==> src/rtl/forward_pkg.sv <==
// Shared types and default parameter constants for the forwarding scoreboard.
// Each in-flight entry carries a valid/ready status word plus rd and data fields.
package forward_pkg;

    localparam int XLEN_DEF   = 32;
    localparam int AW_DEF     = 5;
    localparam int NSTAGE_DEF = 3;
    localparam int NSRC_DEF   = 2;
    localparam int LD_IDX_DEF = 1;

    typedef struct packed {
        logic valid;
        logic ready;
    } fwd_entry_status_t;

endpackage

==> src/rtl/fwd_match.sv <==
// Per-source priority lookup: the youngest valid entry whose rd matches rs decides
// whether the source is bypassed, bypassed from the arriving load, or stalls.
module fwd_match
    import forward_pkg::*;
#(
    parameter int XLEN   = XLEN_DEF,
    parameter int AW     = AW_DEF,
    parameter int NSTAGE = NSTAGE_DEF,
    parameter int LD_IDX = LD_IDX_DEF
) (
    input  logic [NSTAGE-1:0]      ent_valid,
    input  logic [NSTAGE-1:0]      ent_ready,
    input  logic [NSTAGE*AW-1:0]   ent_rd,
    input  logic [NSTAGE*XLEN-1:0] ent_data,
    input  logic [AW-1:0]          rs,
    input  logic                   src_use,
    input  logic                   ld_data_valid,
    input  logic [XLEN-1:0]        ld_data,
    output logic                   hit,
    output logic [XLEN-1:0]        data,
    output logic                   stall
);

    logic            found_s;
    logic            sel_ready_s;
    logic            sel_ld_s;
    logic [XLEN-1:0] sel_data_s;
    logic            match_s;

    // Walk oldest to youngest so the lowest matching index overwrites the selection.
    always_comb begin
        found_s     = 1'b0;
        sel_ready_s = 1'b0;
        sel_ld_s    = 1'b0;
        sel_data_s  = '0;
        match_s     = 1'b0;
        for (int i = NSTAGE - 1; i >= 0; i--) begin
            match_s     = ent_valid[i] && (ent_rd[i*AW +: AW] == rs);
            found_s     = found_s | match_s;
            sel_ready_s = match_s ? ent_ready[i] : sel_ready_s;
            sel_ld_s    = match_s ? (i == LD_IDX) : sel_ld_s;
            sel_data_s  = match_s ? ent_data[i*XLEN +: XLEN] : sel_data_s;
        end
    end

    // Resolve the selected entry into hit/data/stall; a not-ready youngest match blocks older ones.
    always_comb begin
        hit   = 1'b0;
        data  = '0;
        stall = 1'b0;
        if (src_use && (rs != '0) && found_s) begin
            if (sel_ready_s) begin
                hit  = 1'b1;
                data = sel_data_s;
            end else if (sel_ld_s && ld_data_valid) begin
                hit  = 1'b1;
                data = ld_data;
            end else begin
                stall = 1'b1;
            end
        end else begin
            hit   = 1'b0;
            data  = '0;
            stall = 1'b0;
        end
    end

endmodule

==> src/rtl/forward_scoreboard.sv <==
// Tracks results in flight after EX, fills load data in place, and drives
// per-source bypass values plus a load-use stall with a saturating stall counter.
module forward_scoreboard
    import forward_pkg::*;
#(
    parameter int XLEN   = XLEN_DEF,
    parameter int AW     = AW_DEF,
    parameter int NSTAGE = NSTAGE_DEF,
    parameter int NSRC   = NSRC_DEF,
    parameter int LD_IDX = LD_IDX_DEF
) (
    input  logic                 clock,
    input  logic                 reset,
    input  logic                 pipe_advance,
    input  logic                 flush,
    input  logic                 ex_valid,
    input  logic                 ex_reg_write,
    input  logic [AW-1:0]        ex_rd,
    input  logic [XLEN-1:0]      ex_result,
    input  logic                 ex_result_ready,
    input  logic                 ld_data_valid,
    input  logic [XLEN-1:0]      ld_data,
    input  logic [NSRC*AW-1:0]   src_rs,
    input  logic [NSRC-1:0]      src_use,
    output logic [NSRC-1:0]      fwd_hit,
    output logic [NSRC*XLEN-1:0] fwd_data,
    output logic                 hazard_stall,
    output logic [15:0]          stall_count
);

    typedef struct packed {
        fwd_entry_status_t st;
        logic [AW-1:0]     rd;
        logic [XLEN-1:0]   data;
    } entry_t;

    entry_t                 entry_q [NSTAGE];
    entry_t                 entry_d [NSTAGE];
    entry_t                 filled_s;
    logic                   fill_s;
    logic [15:0]            stall_count_q;
    logic [15:0]            stall_count_d;
    logic [NSTAGE-1:0]      ent_valid_s;
    logic [NSTAGE-1:0]      ent_ready_s;
    logic [NSTAGE*AW-1:0]   ent_rd_s;
    logic [NSTAGE*XLEN-1:0] ent_data_s;
    logic [NSRC-1:0]        stall_v_s;

    // Next-state of the entry shift chain; the load fill rides along with an advance.
    always_comb begin
        fill_s   = ld_data_valid && entry_q[LD_IDX].st.valid && !entry_q[LD_IDX].st.ready;
        filled_s = entry_q[LD_IDX];
        if (fill_s) begin
            filled_s.st.ready = 1'b1;
            filled_s.data     = ld_data;
        end else begin
            filled_s.st.ready = entry_q[LD_IDX].st.ready;
        end
        entry_d = entry_q;
        if (flush) begin
            for (int i = 0; i < NSTAGE; i++) begin
                entry_d[i].st.valid = 1'b0;
            end
        end else if (pipe_advance) begin
            entry_d[0].st.valid = ex_valid && ex_reg_write && (ex_rd != '0);
            entry_d[0].st.ready = ex_result_ready;
            entry_d[0].rd       = ex_rd;
            entry_d[0].data     = ex_result;
            for (int i = 1; i < NSTAGE; i++) begin
                entry_d[i] = ((i - 1) == LD_IDX) ? filled_s : entry_q[i-1];
            end
        end else begin
            entry_d[LD_IDX] = filled_s;
        end
    end

    // Saturating count of stalled cycles.
    always_comb begin
        if (hazard_stall && (stall_count_q != 16'hFFFF)) begin
            stall_count_d = stall_count_q + 16'd1;
        end else begin
            stall_count_d = stall_count_q;
        end
    end

    // State registers; only status bits and the counter are reset.
    always_ff @(posedge clock) begin
        if (reset) begin
            for (int i = 0; i < NSTAGE; i++) begin
                entry_q[i].st <= '0;
            end
            stall_count_q <= 16'd0;
        end else begin
            entry_q       <= entry_d;
            stall_count_q <= stall_count_d;
        end
    end

    // Flatten the entry array for the per-source lookup instances.
    always_comb begin
        for (int i = 0; i < NSTAGE; i++) begin
            ent_valid_s[i]               = entry_q[i].st.valid;
            ent_ready_s[i]               = entry_q[i].st.ready;
            ent_rd_s[i*AW +: AW]         = entry_q[i].rd;
            ent_data_s[i*XLEN +: XLEN]   = entry_q[i].data;
        end
    end

    for (genvar s = 0; s < NSRC; s++) begin : g_src
        fwd_match #(
            .XLEN   (XLEN),
            .AW     (AW),
            .NSTAGE (NSTAGE),
            .LD_IDX (LD_IDX)
        ) u_match (
            .ent_valid     (ent_valid_s),
            .ent_ready     (ent_ready_s),
            .ent_rd        (ent_rd_s),
            .ent_data      (ent_data_s),
            .rs            (src_rs[s*AW +: AW]),
            .src_use       (src_use[s]),
            .ld_data_valid (ld_data_valid),
            .ld_data       (ld_data),
            .hit           (fwd_hit[s]),
            .data          (fwd_data[s*XLEN +: XLEN]),
            .stall         (stall_v_s[s])
        );
    end

    assign hazard_stall = |stall_v_s;
    assign stall_count  = stall_count_q;

endmodule

==> config.mk <==
export PLATFORM = sky130hd
export DESIGN_NAME = forward_scoreboard
export DESIGN_NICKNAME = d
export VERILOG_FILES = /design/src/rtl/forward_pkg.sv /design/src/rtl/fwd_match.sv /design/src/rtl/forward_scoreboard.sv
export SDC_FILE = /design/constraint.sdc
export NUM_CORES = 1
export LEC_CHECK = 0
export ABC_AREA = 1
export CAP_MARGIN = 20
export CORE_MARGIN = 4
export CORE_UTILIZATION = 40
export DETAILED_ROUTE_END_ITERATION = 7
export PLACE_DENSITY = 0.64
export SYNTH_ARGS = -nofsm -noshare
export SYNTH_HDL_FRONTEND = slang
export SYNTH_HIERARCHICAL = 1
export SYNTH_SLANG_ARGS = --single-unit
export TNS_END_PERCENT = 20
==> constraint.sdc <==
create_clock -name clock -period 12.6 [get_ports clock]
set_input_delay 3.15 -clock clock [delete_from_list [all_inputs] [get_ports clock]]
set_output_delay 3.15 -clock clock [all_outputs]
set_load 0.01 [all_outputs]
Yosys cells after proc, flatten, opt, wreduce, memory -nomap -nowiden
Index checks and enable logic that the tools add are counted.

Register bits: 133. Output and inout bits: 83.

Add/subtract/negate cells: 1. Equality and inequality tests: 7. Multiplexer cells: 37. Bitwise operators: 6. Reductions and logical operators: 26.

Operators by type and width (number): 32-bit two-way mux (13); 38-bit two-way mux (1); 5-bit equality test (6); 1-bit two-way mux (23); 1-bit logical AND (17); 16-bit by 1-bit adder with 16-bit output (second input constant) (1); 16-bit inequality test (second input constant) (1); 5-bit nonzero test (3); 1-bit OR (4); 2-bit AND reduction (2); 2-bit OR reduction (2); 3-bit AND reduction (1); 1-bit NOT (2); 1-bit logical NOT (1).

Logic depth before layout (Yosys ltp)
Gate-level depths: netlist (run 1).

Depth after elaboration: 10. Depth in mapped cells: 18.

Modules after synthesis
Netlist (run 1), hierarchy kept.

Modules (own cells, without submodules): forward_scoreboard (times used 1, cells an instance 439, area an instance 5305.1 µm², sequential area each 3773.6 µm²); fwd_match (times used 2, cells an instance 437, area an instance 1853.0 µm², sequential area each 0.0 µm²).

Worst setup path before layout (run 1)
Ideal clock, no wire load.

Path kind: input-to-reg. Start point: input port pipe_advance. End point: register entry_q (netlist bit ent_data_s[0]), enable pin. Setup time: 0.614 ns. Arrival time: 9.056 ns. Required time: 11.986 ns. Setup slack: 2.930 ns. Cell stages on the path: 5. Buffers on the path: 3. Cell sequence: buf_2 -> inv_1 -> buf_2 -> buf_2 -> nor3_1.

Word-level cells in the longest chain between the ends: 1.

Ends and longest elaborated chain: from (decl) (RTL line forward_scoreboard.sv:14) `input logic pipe_advance,`; 3-bit AND reduction (no source line); to (signal assigned) (RTL line forward_scoreboard.sv:94) `entry_q <= entry_d;`; to (decl) (RTL line forward_scoreboard.sv:37) `entry_t entry_q [NSTAGE];`.

Every way passes these cells. A chain may end at the register's enable or synchronous reset.

Worst setup path in the final report (run 1)
Start point: input port src_rs[1]. End point: output port fwd_data[24].

Word-level cells in the longest chain between the ends: 8. Elaborated cells on any way between the ends: 23. Classes of those cells: 3 x eq/ne; 11 x mux; 2 x bitwise; 7 x reduce/logical.

Ends and longest elaborated chain: from (decl) (RTL line forward_scoreboard.sv:23) `input logic [NSRC*AW-1:0] src_rs,`; 5-bit equality test (RTL line fwd_match.sv:38) `match_s = ent_valid[i] && (ent_rd[i*AW +: AW] == rs);`; 1-bit logical AND (RTL line fwd_match.sv:38); 1-bit two-way mux (2 in a row) (RTL line fwd_match.sv:41) `sel_ld_s = match_s ? (i == LD_IDX) : sel_ld_s;`; 1-bit logical AND (RTL line fwd_match.sv:55) `end else if (sel_ld_s && ld_data_valid) begin`; 32-bit two-way mux (RTL line fwd_match.sv:55); 32-bit two-way mux (RTL line fwd_match.sv:52) `if (sel_ready_s) begin`; 32-bit two-way mux (*) (RTL line fwd_match.sv:51) `if (src_use && (rs != '0) && found_s) begin`; to (decl) (RTL line forward_scoreboard.sv:26) `output logic [NSRC*XLEN-1:0] fwd_data,`.

Every way passes the cells marked *; elsewhere a longest branch is shown, timed or not.

==> reports/summary.log, run 1 <==
INFO  final_layout   area_growth_syn_to_layout=27.0%
INFO  timing         hold_viol=0
INFO  worst_setup_path worst_ep_required_time=9.45ns
INFO  cts            cts.htree.levels=4
INFO  floorplanning  floorplan.die.width=158um
INFO  final_layout   postLayoutCoreUtil=0.521
INFO  route          routed-via-count=8565
INFO  global_routing gr-usage-all-layers=0.219
INFO  synth          syn-instance-count=1313
INFO  floorplanning  num_io_pins=172
INFO  placement      port_buffers=171
INFO  synth          yosysWarnings=6
INFO  timing         tightestPinTransition=1.04ns
INFO  run            max_cap_viol_count=0
INFO  worst_setup_path crit_path_max_fanout=34
INFO  power          vdd_ir_drop_max=0.0000957V
INFO  synth          syn-num-nets=1403
INFO  timing         max-slew-margin-rel=0.303
INFO  timing         count_of_final_setup_violators=0
INFO  timing         timing.final.crit_period=10.43ns
INFO  floorplanning  die_area=0.0250mm^2
INFO  timing         rsz0062_at_grt=false
INFO  timing         final.period_utilization=0.828
INFO  timing         holdWs=0.523ns
INFO  worst_setup_path critPathKind=primary input to output pin
INFO  cts            cts_tree=built
INFO  run_status     status=complete, no violations
INFO  global_routing total_grt_overflow=0
INFO  floorplanning  die-height=158um
INFO  worst_setup_path critical_path_arrival=7.28ns
INFO  cts            insertion_delay=0.42ns
INFO  route          detail_route.first_pass.iterations=5
INFO  power          leakage_power_total=5.09nW
INFO  route          avgRoutedWirePerCell=15.7um
INFO  synth          synthesis.area=0.00901mm^2
INFO  cts            clk_pin_slew=0.05ns
INFO  floorplanning  fp-row-count=54
INFO  worst_setup_path startpoint_type=primary input
INFO  cts            max-clock-path-buffers=2
INFO  floorplanning  floorplan.core_area=0.0220mm^2
INFO  route          initialDrtViolationCount=694
INFO  cts            ctsHoldBuffers=0
INFO  global_routing antenna_found_initial=0
INFO  synth          syn_avg_cell_area=6.86um^2
INFO  placement      gp_congestion=0.898
INFO  final_layout   drive_gt1_frac=0.115
INFO  synth          seq_area_frac_synth=0.419
INFO  worst_setup_path worst_setup_path_end_kind=output pin
INFO  min_path       worstHoldPathType=register to register
INFO  final_layout   fin_area=0.0114mm^2
INFO  final_layout   design.final.nets=1545
INFO  final_layout   num_antenna_cells=0
INFO  timing         drv_slew=0
INFO  floorplanning  initial_core_util=0.410
INFO  placement      placement.cell_area=0.0109mm^2
INFO  route          drt-vias-per-instance=4.90
INFO  synth          netlist-cell-type-count=28
INFO  global_routing via_count_of_the_first_global_routing_pass=8167
INFO  power          power_per_cell_area=96.0mW/mm^2
INFO  cts            cts.sink_count=133
INFO  route          remaining_drc_errors=0
INFO  timing         maxClockFrequency=0.0958GHz
INFO  timing         fin_skew=0.00775ns
INFO  cts            post_cts.resized_instances=0
INFO  cts            clock_tree.root_cell=clkbuf_16
INFO  global_routing grt_max_degree=49
INFO  cts            cts_inserted_buffers=17
INFO  route          wirelength=27.5mm
INFO  route          detail-route-antenna-nets=0
INFO  synth          ys_seq_elements=133
INFO  cts            post-cts-setup-buffer-count=0
INFO  global_routing grt_first_pass_wirelength=42.9mm
INFO  placement      place_hpwl=18.0mm
INFO  timing         timing.setup.tns=0ns
per-stage QoR:
step | instances | setup slack [ns] | power, W
floorplan | 1313 | 2.93 | 0.000566
global placement | 1716 | 2.27 | 0.000616
detailed placement | 1716 | 2.18 | 0.000617
CTS | 1748 | 2.16 | 0.00111
global route | 1748 | 1.75 | 0.00114
finish | 1748 | 2.17 | 0.00110
metal layers:
layer  GRT usage  vias up  routed length, um
met5           0        -                  0
met1       0.285     3855              11900
met3      0.0416       50               2080
li1            -     4349                  -
met4      0.0841        0                683
met2       0.361      311              12800
Yosys cell counts:
library cell,count,area [um^2]
nor2_4,5,56.3
dfxtp_1,22,440
a31oi_1,1,6.26
or2_2,62,388
nand4_1,8,50.1
buf_1,2,7.51
a21oi_1,71,355
o21bai_1,1,7.51
nand3_1,21,105
ha_1,1,12.5
buf_4,10,75.1
inv_2,14,52.6
nand3_2,3,30.0
nor3_1,4,20.0
nor2_8,1,20.0
mux2_2,23,259
edfxtp_1,111,3330
inv_1,106,398
mux2_1,9,101
nand2_2,6,37.5
nor2_2,16,100
nand2_1,613,2300
clkbuf_1,9,33.8
o21bai_4,2,37.5
nor2_1,147,552
nand2_4,1,11.3
buf_2,33,165
o21ai_0,11,55.1
where the power goes:
part / total, W / leakage, nW / internal (W) / switching, W
logic: 0.000102 / 3.60 / 0.0000465 / 0.0000552
registers: 0.000507 / 1.21 / 0.000496 / 0.0000115
clock network: 0.000490 / 0.281 / 0.000308 / 0.000181
worst max-delay path, cell delays in order:
cell	delay, ns
clkdlybuf4s50_1	0.53
inv_2	0.08
nand2_1	0.06
nand2_1	0.05
nor2_1	0.16
nand2_1	0.12
nor2_4	0.80
nor2_2	0.14
o21bai_4	0.76
nand2_2	0.13
nand2_2	0.60
nor2_1	0.16
clkdlybuf4s50_1	0.54
cells in the final DEF (no fill, tap or decap):
master           instances
inv_2                   14
nand3_2                  3
clkinv_4                 2
clkbuf_16               17
nor2_2                  14
edfxtp_1               111
nand3_1                 21
nand2_1                613
or2_2                   62
nor2_1                 144
o21ai_0                 11
nand2_2                  6
nor2_4                  10
mux2_1                   9
nand4_1                  8
buf_2                    1
nor3_1                   3
buf_4                    6
mux2_2                  23
o21bai_4                 2
nor3_2                   1
nor2_8                   1
ha_1                     1
clkinv_1                 4
clkbuf_1                 4
inv_1                  105
o21bai_1                 1
nand2_4                  1
a21oi_1                 71
a31oi_1                  1
clkinv_2                 3
dfxtp_1                 22
bufinv_16                3
clkdlybuf4s50_1        170
layout make-up:
type | count | area (um^2)
fillers | 2131 | 10500
multi-input cells | 1006 | 4540
flip-flops and latches | 133 | 3770
repair buffers | 177 | 1750
inverters | 120 | 450
clock buffers | 21 | 440
well taps | 280 | 350
clock inverters | 11 | 134
state kept, by name, indices dropped and copies added (netlist names):
signal / count
ent_data_s: 96
ent_ready_s: 3
ent_rd_s: 15
ent_valid_s: 3
stall_count: 16
final timing paths:
check / from / to / slack [ns] / cells after the start
worst max-delay path: src_rs[1] / fwd_data[24] / 2.17 / 13
worst min-delay path: ent_ready_s[1] / ent_ready_s[1] / 0.52 / 2
worst min register to register: ent_ready_s[1] / ent_ready_s[1] / 0.52 / 2
worst max register to register: ent_rd_s[8] / stall_count[12] / 8.72 / 17
logic make-up after synthesis:
group,count (synthesis),synth area share
muxes,32,0.0400
adders and majority gates,1,0.00139
AOI/OAI and AO/OA,86,0.0512
buffers and inverters,174,0.0812
and+or+nand+nor,887,0.407
DFF,133,0.419
No activity file was read; power rests on OpenSTA's default activity.
==> run 2, diff against run 1 <==
--- a/config.mk
+++ b/config.mk
@@ -10,7 +10,7 @@
 export CORE_MARGIN = 4
 export CORE_UTILIZATION = 40
 export DETAILED_ROUTE_END_ITERATION = 7
-export PLACE_DENSITY = 0.64
+export PLACE_DENSITY = 0.67
 export SYNTH_ARGS = -nofsm -noshare
 export SYNTH_HDL_FRONTEND = slang
 export SYNTH_HIERARCHICAL = 1
==> constraint.sdc (replaced) <==
create_clock -name clock -period 9.3 [get_ports clock]
set_input_delay 2.325 -clock clock [delete_from_list [all_inputs] [get_ports clock]]
set_output_delay 2.325 -clock clock [all_outputs]
set_load 0.01 [all_outputs]
==> run 2 against run 1 <==
Non-clock buffer count increased by 4. Wire length decreased by 0.32%. Via count increased by 0.37%. Critical path depth decreased by 2. Sequential cell count unchanged. Combinational power increased by 36%. Highest routed layer unchanged. Clock power increased by 44%. Cell count increased by 0.23%. Sequential share of layout area decreased by 0.23 points. First-iteration DRC count increased by 1.6%. Critical path type unchanged.
==> reports/summary.log, run 2 (synthesized netlist as in run 1, its figures left out) <==
INFO  global_routing grt_first_pass_wirelength=43.0mm [was 42.9 mm]
INFO  cts            cts_inserted_buffers=17 [unchanged]
INFO  timing         finalWorstSetupSlack=1.22ns [was 2.17 ns]
INFO  floorplanning  floorplan.die.width=158um [unchanged]
INFO  cts            insertion_delay=0.42ns [about the same]
INFO  route          drt-vias-per-instance=4.91 [was 4.90]
INFO  cts            ctsHoldBuffers=0 [unchanged]
INFO  final_layout   flip_flop_count_of_the_largest_register_all_copies_and_words_added=96 [unchanged]
INFO  route          remaining_drc_errors=0 [unchanged]
INFO  worst_setup_path critPathKind=primary input to output pin [unchanged]
INFO  worst_setup_path worst_setup_path_end_kind=output pin [unchanged]
INFO  timing         timing.setup.tns=0ns [unchanged]
INFO  run            max_cap_viol_count=0 [unchanged]
INFO  timing         fin_skew=0.00879ns [was 0.00775 ns]
INFO  timing         tightestPinTransition=1.04ns [about the same]
INFO  timing         timing.final.crit_period=8.08ns
INFO  final_layout   num_antenna_cells=0 [unchanged]
INFO  cts            post-cts-setup-buffer-count=0 [unchanged]
INFO  min_path       worstHoldPathType=register to register [unchanged]
INFO  final_layout   design.final.nets=1549 [was 1545]
INFO  floorplanning  initial_core_util=0.410 [unchanged]
INFO  global_routing met2_usage=0.362 [was 0.361]
INFO  power          vdd_ir_drop_max=0.000129V [was 0.0000957 V]
INFO  route          detail_route.first_pass.iterations=6 [was 5]
INFO  timing         holdWs=0.526ns [was 0.523 ns]
INFO  floorplanning  die-height=158um [unchanged]
INFO  cts            cts.sink_count=133 [unchanged]
INFO  route          wirelength=27.4mm [was 27.5 mm]
INFO  floorplanning  num_io_pins=172 [unchanged]
INFO  global_routing gr-usage-all-layers=0.218 [was 0.219]
INFO  power          power_per_cell_area=133mW/mm^2 [was 96.0 mW/mm^2]
INFO  placement      placement.cell_area=0.0109mm^2 [about the same]
INFO  cts            max-clock-path-buffers=2 [unchanged]
INFO  final_layout   area_growth_syn_to_layout=27.9% [was 27.0%]
INFO  timing         rsz0062_at_grt=false [unchanged]
INFO  final_layout   drive_gt1_frac=0.120 [was 0.115]
INFO  placement      gp_congestion=0.918 [was 0.898]
INFO  worst_setup_path worst_ep_required_time=6.98ns [was 9.45 ns]
INFO  worst_setup_path startpoint_type=primary input [unchanged]
INFO  floorplanning  die_area=0.0250mm^2 [unchanged]
INFO  route          initialDrtViolationCount=705 [was 694]
INFO  route          routed-via-count=8597 [was 8565]
INFO  placement      place_hpwl=18.1mm [was 18.0 mm]
INFO  final_layout   layout.cells.most_common=nand2_1 [unchanged]
INFO  timing         count_of_final_setup_violators=0 [unchanged]
INFO  cts            clock_tree.root_cell=clkbuf_16 [unchanged]
INFO  global_routing grt_max_degree=62 [was 49]
INFO  worst_setup_path critical_path_arrival=5.76ns [was 7.28 ns]
INFO  power          intPower=0.00118W [was 0.000850 W]
INFO  floorplanning  floorplan.core_area=0.0220mm^2 [unchanged]
INFO  timing         max-slew-margin-rel=0.304 [was 0.303]
INFO  timing         maxClockFrequency=0.124GHz
INFO  route          avgRoutedWirePerCell=15.7um [about the same]
INFO  power          net-switching-power=0.000346W [was 0.000248 W]
INFO  power          seqPwrFrac=0.449 [was 0.462]
INFO  worst_setup_path crit_path_max_fanout=33 [was 34]
INFO  final_layout   most-common-layout-cells=nand2_1, clkdlybuf4s50_1, nor2_1 [unchanged]
INFO  power          swShare=0.226 [about the same]
INFO  placement      port_buffers=171 [unchanged]
INFO  power          leakage_power_total=5.12nW [was 5.09 nW]
INFO  global_routing via_count_of_the_first_global_routing_pass=8177 [was 8167]
INFO  floorplanning  fp-row-count=54 [unchanged]
INFO  cts            post_cts.resized_instances=0 [unchanged]
INFO  placement      pre_cts_ws=1.18ns [was 2.18 ns]
INFO  global_routing antenna_found_initial=0 [unchanged]
INFO  cts            cts.htree.levels=4 [unchanged]
INFO  global_routing grt_use_met3=0.0498 [was 0.0416]
INFO  final_layout   fin_area=0.0115mm^2 [was 0.0114 mm^2]
INFO  run_status     status=complete, no violations [unchanged]
INFO  timing         drv_slew=0 [unchanged]
INFO  route          detail-route-antenna-nets=0 [unchanged]
INFO  global_routing total_grt_overflow=0 [unchanged]
INFO  global_routing globalRouteMet1Util=0.284 [was 0.285]
INFO  global_routing most_used_layer_global_route=met2 [unchanged]
INFO  cts            cts_tree=built [unchanged]
INFO  power          power.combinational.fraction=0.091 [was 0.093]
INFO  cts            clk_pin_slew=0.06ns [was 0.05 ns]
INFO  timing         hold_viol=0 [unchanged]
INFO  power          clkPwrFrac=0.460 [was 0.446]
INFO  timing         final.period_utilization=0.869
run 2: critical path: stages:
cell and delay (ns):
clkdlybuf4s50_1 0.53, inv_2 0.08, o21ai_0 0.15, nor2_1 0.07, nand3_2 0.26, nand2_1 0.17
o21bai_4 0.73, nand2_2 0.11, nand2_2 0.63, nor2_1 0.16, clkdlybuf4s50_1 0.52
run 2: cell type report:
type	count	area (um^2)
Clock buffer	19	433
Clock inverter	13	180
Fill cell	2055	10400
Inverter	120	450
Multi-Input combinational cell	1006	4540
Sequential cell	133	3770
Tap cell	280	350
Timing Repair Buffer	181	1790
run 2: worst paths after layout:
kind	startpoint	to	slack (ns)	cells after the start
setup / recovery	src_rs[8]	fwd_data[39]	1.22	11
hold reg to reg	ent_ready_s[1]	ent_ready_s[1]	0.53	2
setup reg to reg	ent_rd_s[1]	stall_count[12]	6.17	14
hold / removal	ent_ready_s[1]	ent_ready_s[1]	0.53	2
run 2: per-stage QoR:
stage | cells | util | power [W]
2_1_floorplan | 1313 | - | 0.000766
3_3_place_gp | 1719 | 0.496 | 0.000834
3_5_place_dp | 1720 | 0.497 | 0.000837
4_1_cts | 1752 | 0.525 | 0.00154
5_1_grt | 1752 | 0.525 | 0.00159
6_report | 1752 | 0.525 | 0.00153
run 2: per-layer routing:
layer	vias up	wire [um]
li1	4366	-
met1	3836	11600
met2	358	12800
met3	37	2440
met4	0	499
met5	-	0
run 2: power groups by stage:
stage,Clock (W),Combinational [W],Sequential (W)
global placement,0,0.000135,0.000699
CTS,0.000715,0.000138,0.000687
global route,0.000747,0.000153,0.000690
detailed placement,0,0.000138,0.000699
floorplan,0,0.0000708,0.000695
finish,0.000704,0.000139,0.000687
==> run 3, diff against run 2 <==
--- a/config.mk
+++ b/config.mk
@@ -5,12 +5,12 @@
 export SDC_FILE = /design/constraint.sdc
 export NUM_CORES = 1
 export LEC_CHECK = 0
-export ABC_AREA = 1
+export ABC_AREA = 0
 export CAP_MARGIN = 20
 export CORE_MARGIN = 4
 export CORE_UTILIZATION = 40
 export DETAILED_ROUTE_END_ITERATION = 7
-export PLACE_DENSITY = 0.67
+export PLACE_DENSITY = 0.68
 export SYNTH_ARGS = -nofsm -noshare
 export SYNTH_HDL_FRONTEND = slang
 export SYNTH_HIERARCHICAL = 1
==> constraint.sdc (replaced) <==
create_clock -name clock -period 9.3 [get_ports clock]
set_input_delay 2.325 -clock clock [delete_from_list [all_inputs] [get_ports clock]]
set_output_delay 2.325 -clock clock [all_outputs]
set_load 0.005 [all_outputs]
==> run 3 against run 2 <==
Setup slack got worse by 0.27 ns. Critical path depth increased by 1. Via count decreased by 14%. Synthesized cell count decreased by 36%. Clock skew decreased by 0.0011 ns. Sequential cell count unchanged. Final area decreased by 9.0%. Die area decreased by 9.9%. Core utilization increased by 0.87 points. Largest cell class unchanged. Largest power group is now registers. Highest routed layer unchanged.
==> reports/summary.log, run 3 <==
INFO  run_status     status=complete, no violations [unchanged]
INFO  placement      placement.cell_area=0.00997mm^2 [was 0.0109 mm^2]
INFO  worst_setup_path worstPathCellList=clkdlybuf4s50_1, xor2_1, nor4_1, nand3_2, nor2_1, a31o_2, buf_4, nand2_1, nor2_1, nor2_1, inv_1, clkdlybuf4s50_1 [was clkdlybuf4s50_1, inv_2, o21ai_0, nor2_1, nand3_2, nand2_1, o21bai_4, nand2_2, nand2_2, nor2_1, clkdlybuf4s50_1]
INFO  final_layout   seq_area=0.00377mm^2 [unchanged]
INFO  synth          ys.flop_type=edfxtp_1 [unchanged]
INFO  synth          ys_seq_elements=133 [unchanged]
INFO  final_layout   area_taken_by_multi_input_logic_gates=0.00394mm^2 [was 0.00454 mm^2]
INFO  cts            cts.htree.levels=4 [unchanged]
INFO  route          detail_route.first_pass.iterations=6 [unchanged]
INFO  synth          postSynth.asyncResetShare=0 [unchanged]
INFO  route          initialDrtViolationCount=663 [was 705]
INFO  min_path       min_path_cells=2 [unchanged]
INFO  cts            cts_tree=built [unchanged]
INFO  final_layout   fin_area=0.0105mm^2 [was 0.0115 mm^2]
INFO  run            max_cap_viol_count=0 [unchanged]
INFO  timing         max-slew-margin-rel=0.411 [was 0.304]
INFO  floorplanning  die_area=0.0225mm^2 [was 0.0250 mm^2]
INFO  timing         tightestPinTransition=0.882ns [was 1.04 ns]
INFO  floorplanning  num_io_pins=172 [unchanged]
INFO  worst_setup_path critPathKind=primary input to output pin [unchanged]
INFO  placement      place_hpwl=16.2mm [was 18.1 mm]
INFO  worst_setup_path startpoint_type=primary input [unchanged]
INFO  route          wirelength=25.5mm [was 27.4 mm]
INFO  final_layout   drive_gt1_frac=0.130 [was 0.120]
INFO  floorplanning  floorplan.die.width=150um [was 158 um]
INFO  floorplanning  die-height=150um [was 158 um]
INFO  min_path       worstHoldPathType=register to register [unchanged]
INFO  synth          yosysMostFrequentCell=nand3_1 [was nand2_1]
INFO  synth          syn-instance-count=839 [was 1313]
INFO  power          clkPwrFrac=0.428 [was 0.460]
INFO  global_routing gr-usage-all-layers=0.223 [was 0.218]
INFO  cts            post_cts.resized_instances=0 [unchanged]
INFO  route          remaining_drc_errors=0 [unchanged]
INFO  timing         hold_viol=0 [unchanged]
INFO  placement      gp_congestion=0.867 [was 0.918]
INFO  final_layout   flip_flop_count_of_the_largest_register_all_copies_and_words_added=96 [unchanged]
INFO  cts            clk_pin_slew=0.05ns [was 0.06 ns]
INFO  worst_setup_path crit_path_max_fanout=40 [was 33]
INFO  power          power.combinational.fraction=0.071 [was 0.091]
INFO  timing         timing.setup.tns=0ns [unchanged]
INFO  route          drt-vias-per-instance=5.94 [was 4.91]
INFO  final_layout   most-common-layout-cells=clkdlybuf4s50_1, nand3_1, edfxtp_1 [was nand2_1, clkdlybuf4s50_1, nor2_1]
INFO  worst_setup_path worst_setup_path_end_kind=output pin [unchanged]
INFO  synth          syn-num-nets=929 [was 1403]
INFO  timing         count_of_final_setup_violators=0 [unchanged]
INFO  synth          synth-edff-count=111 [unchanged]
INFO  cts            post-cts-setup-buffer-count=0 [unchanged]
INFO  power          leakage_power_total=3.08nW [was 5.12 nW]
INFO  power          intPower=0.00108W [was 0.00118 W]
INFO  final_layout   area_growth_syn_to_layout=29.8% [was 27.9%]
INFO  synth          seq_area_frac_synth=0.467 [was 0.419]
INFO  synth          synth_top_area_share=0.413 [was 0.370]
INFO  floorplanning  floorplan.core_area=0.0197mm^2 [was 0.0220 mm^2]
INFO  worst_setup_path critical_path_arrival=6.03ns [was 5.76 ns]
INFO  placement      pre_cts_ws=0.936ns [was 1.18 ns]
INFO  final_layout   fillers=1795 [was 2055]
INFO  timing         holdWs=0.527ns [was 0.526 ns]
INFO  route          routed-via-count=7425 [was 8597]
INFO  timing         timing.final.crit_period=8.35ns [was 8.08 ns]
INFO  synth          yosysWarnings=6 [unchanged]
INFO  synth          synth.area.top_cells=edfxtp_1, mux2_2, nand3_1 [was edfxtp_1, nand2_1, nor2_1]
INFO  final_layout   layout.cells.most_common=clkdlybuf4s50_1 [was nand2_1]
INFO  global_routing via_count_of_the_first_global_routing_pass=7301 [was 8177]
INFO  final_layout   design.final.nets=1065 [was 1549]
INFO  global_routing grt_first_pass_wirelength=39.1mm [was 43.0 mm]
INFO  cts            insertion_delay=0.41ns [was 0.42 ns]
INFO  worst_setup_path timing.reg2reg.worst_path_depth=13 [was 14]
INFO  synth          yosys.area.top_type=edfxtp_1 [unchanged]
INFO  timing         finalWorstSetupSlack=0.949ns [was 1.22 ns]
INFO  power          power_per_cell_area=130mW/mm^2 [was 133 mW/mm^2]
INFO  timing         final.period_utilization=0.898 [was 0.869]
INFO  route          detail-route-antenna-nets=0 [unchanged]
INFO  cts            ctsHoldBuffers=0 [unchanged]
INFO  power          seqPwrFrac=0.501 [was 0.449]
INFO  timing         drv_slew=0 [unchanged]
INFO  floorplanning  fp-row-count=51 [was 54]
INFO  final_layout   num_antenna_cells=0 [unchanged]
INFO  timing         rsz0062_at_grt=false [unchanged]
INFO  timing         maxClockFrequency=0.120GHz [was 0.124 GHz]
INFO  cts            cts.sink_count=133 [unchanged]
INFO  route          avgRoutedWirePerCell=20.4um [was 15.7 um]
INFO  worst_setup_path critical-path-slowest-cell=clkdlybuf4s50_1 [was o21bai_4]
INFO  power          vdd_ir_drop_max=0.000123V [was 0.000129 V]
INFO  worst_setup_path cpMostUsedCell=nor2_1
INFO  synth          netlist-cell-type-count=41 [was 28]
INFO  power          totalPowerFinal=0.00137W [was 0.00153 W]
INFO  power          net-switching-power=0.000286W [was 0.000346 W]
INFO  global_routing total_grt_overflow=0 [unchanged]
INFO  floorplanning  initial_core_util=0.411 [was 0.410]
INFO  cts            clock_tree.root_cell=clkbuf_16 [unchanged]
INFO  synth          syn_avg_cell_area=9.63um^2 [was 6.86 um^2]
INFO  power          swShare=0.209 [was 0.226]
INFO  cts            cts_inserted_buffers=17 [unchanged]
INFO  worst_setup_path critPathMaxStageDelay=0.52ns [was 0.73 ns]
INFO  synth          synthesis.area=0.00808mm^2 [was 0.00901 mm^2]
INFO  timing         fin_skew=0.00765ns [was 0.00879 ns]
INFO  placement      port_buffers=171 [unchanged]
INFO  global_routing grt_max_degree=57 [was 62]
INFO  worst_setup_path worst_ep_required_time=6.98ns [about the same]
INFO  global_routing antenna_found_initial=0 [unchanged]
INFO  cts            max-clock-path-buffers=2 [unchanged]
INFO  synth          synth.top_cells.by_count=nand3_1, edfxtp_1, nor2_1, a21oi_1, nand2_1 [was nand2_1, nor2_1, edfxtp_1, inv_1, a21oi_1]
==> run 3: final timing paths <==
kind | start | endpoint | slack [ns]
max | src_rs[2] | hazard_stall | 0.95
max reg2reg | ent_rd_s[2] | stall_count[11] | 5.03
min | stall_count[11] | stall_count[11] | 0.53
min reg2reg | stall_count[11] | stall_count[11] | 0.53
==> run 3: area by class of cell <==
cell class                      instances  share of cell area
Multi-Input combinational cell        617               0.376
Tap cell                              265              0.0316
Timing Repair Buffer                  192               0.180
Clock buffer                           19              0.0413
Inverter                               14             0.00501
Sequential cell                       133               0.360
Clock inverter                          9             0.00632
==> run 3: worst max-delay path: cells and delay by family <==
kind / cells / cell delay (ns)
XOR/XNOR: 1 / 0.20
AO/OA/AOI/OAI: 1 / 0.51
buffers and inverters: 4 / 1.65
AND/OR/NAND/NOR: 6 / 1.31
==> run 3: layer usage <==
layer,share of wire,global-route usage
met3,0.11,0.0635
met2,0.46,0.350
met4,0.019,0.0901
met1,0.41,0.291
met5,0,0
==> run 3: stage by stage <==
stage	instances	util
after CTS	1248	0.533
after detailed placement	1220	0.507
after global routing	1249	0.534
after floorplan	839	-
final	1249	0.534
after global placement	1220	0.507
==> run 3: cells by family after synthesis <==
family / Yosys count / share of synthesized area
adder cells (fa/ha/maj): 1 / 0.00155
AND/OR/NAND/NOR: 354 / 0.204
flip-flops: 133 / 0.467
multiplexers: 71 / 0.0984
AO/OA/AOI/OAI: 166 / 0.151
buffers and inverters: 89 / 0.0499
XOR/XNOR: 25 / 0.0271
==> run 3: power by group through the flow <==
stage	Sequential, W	Combinational (W)	Clock, W
global route	0.000686	0.000103	0.000627
CTS	0.000684	0.0000956	0.000598
floorplan	0.000692	0.0000388	0
global placement	0.000696	0.0000940	0
finish	0.000684	0.0000964	0.000585
detailed placement	0.000696	0.0000951	0
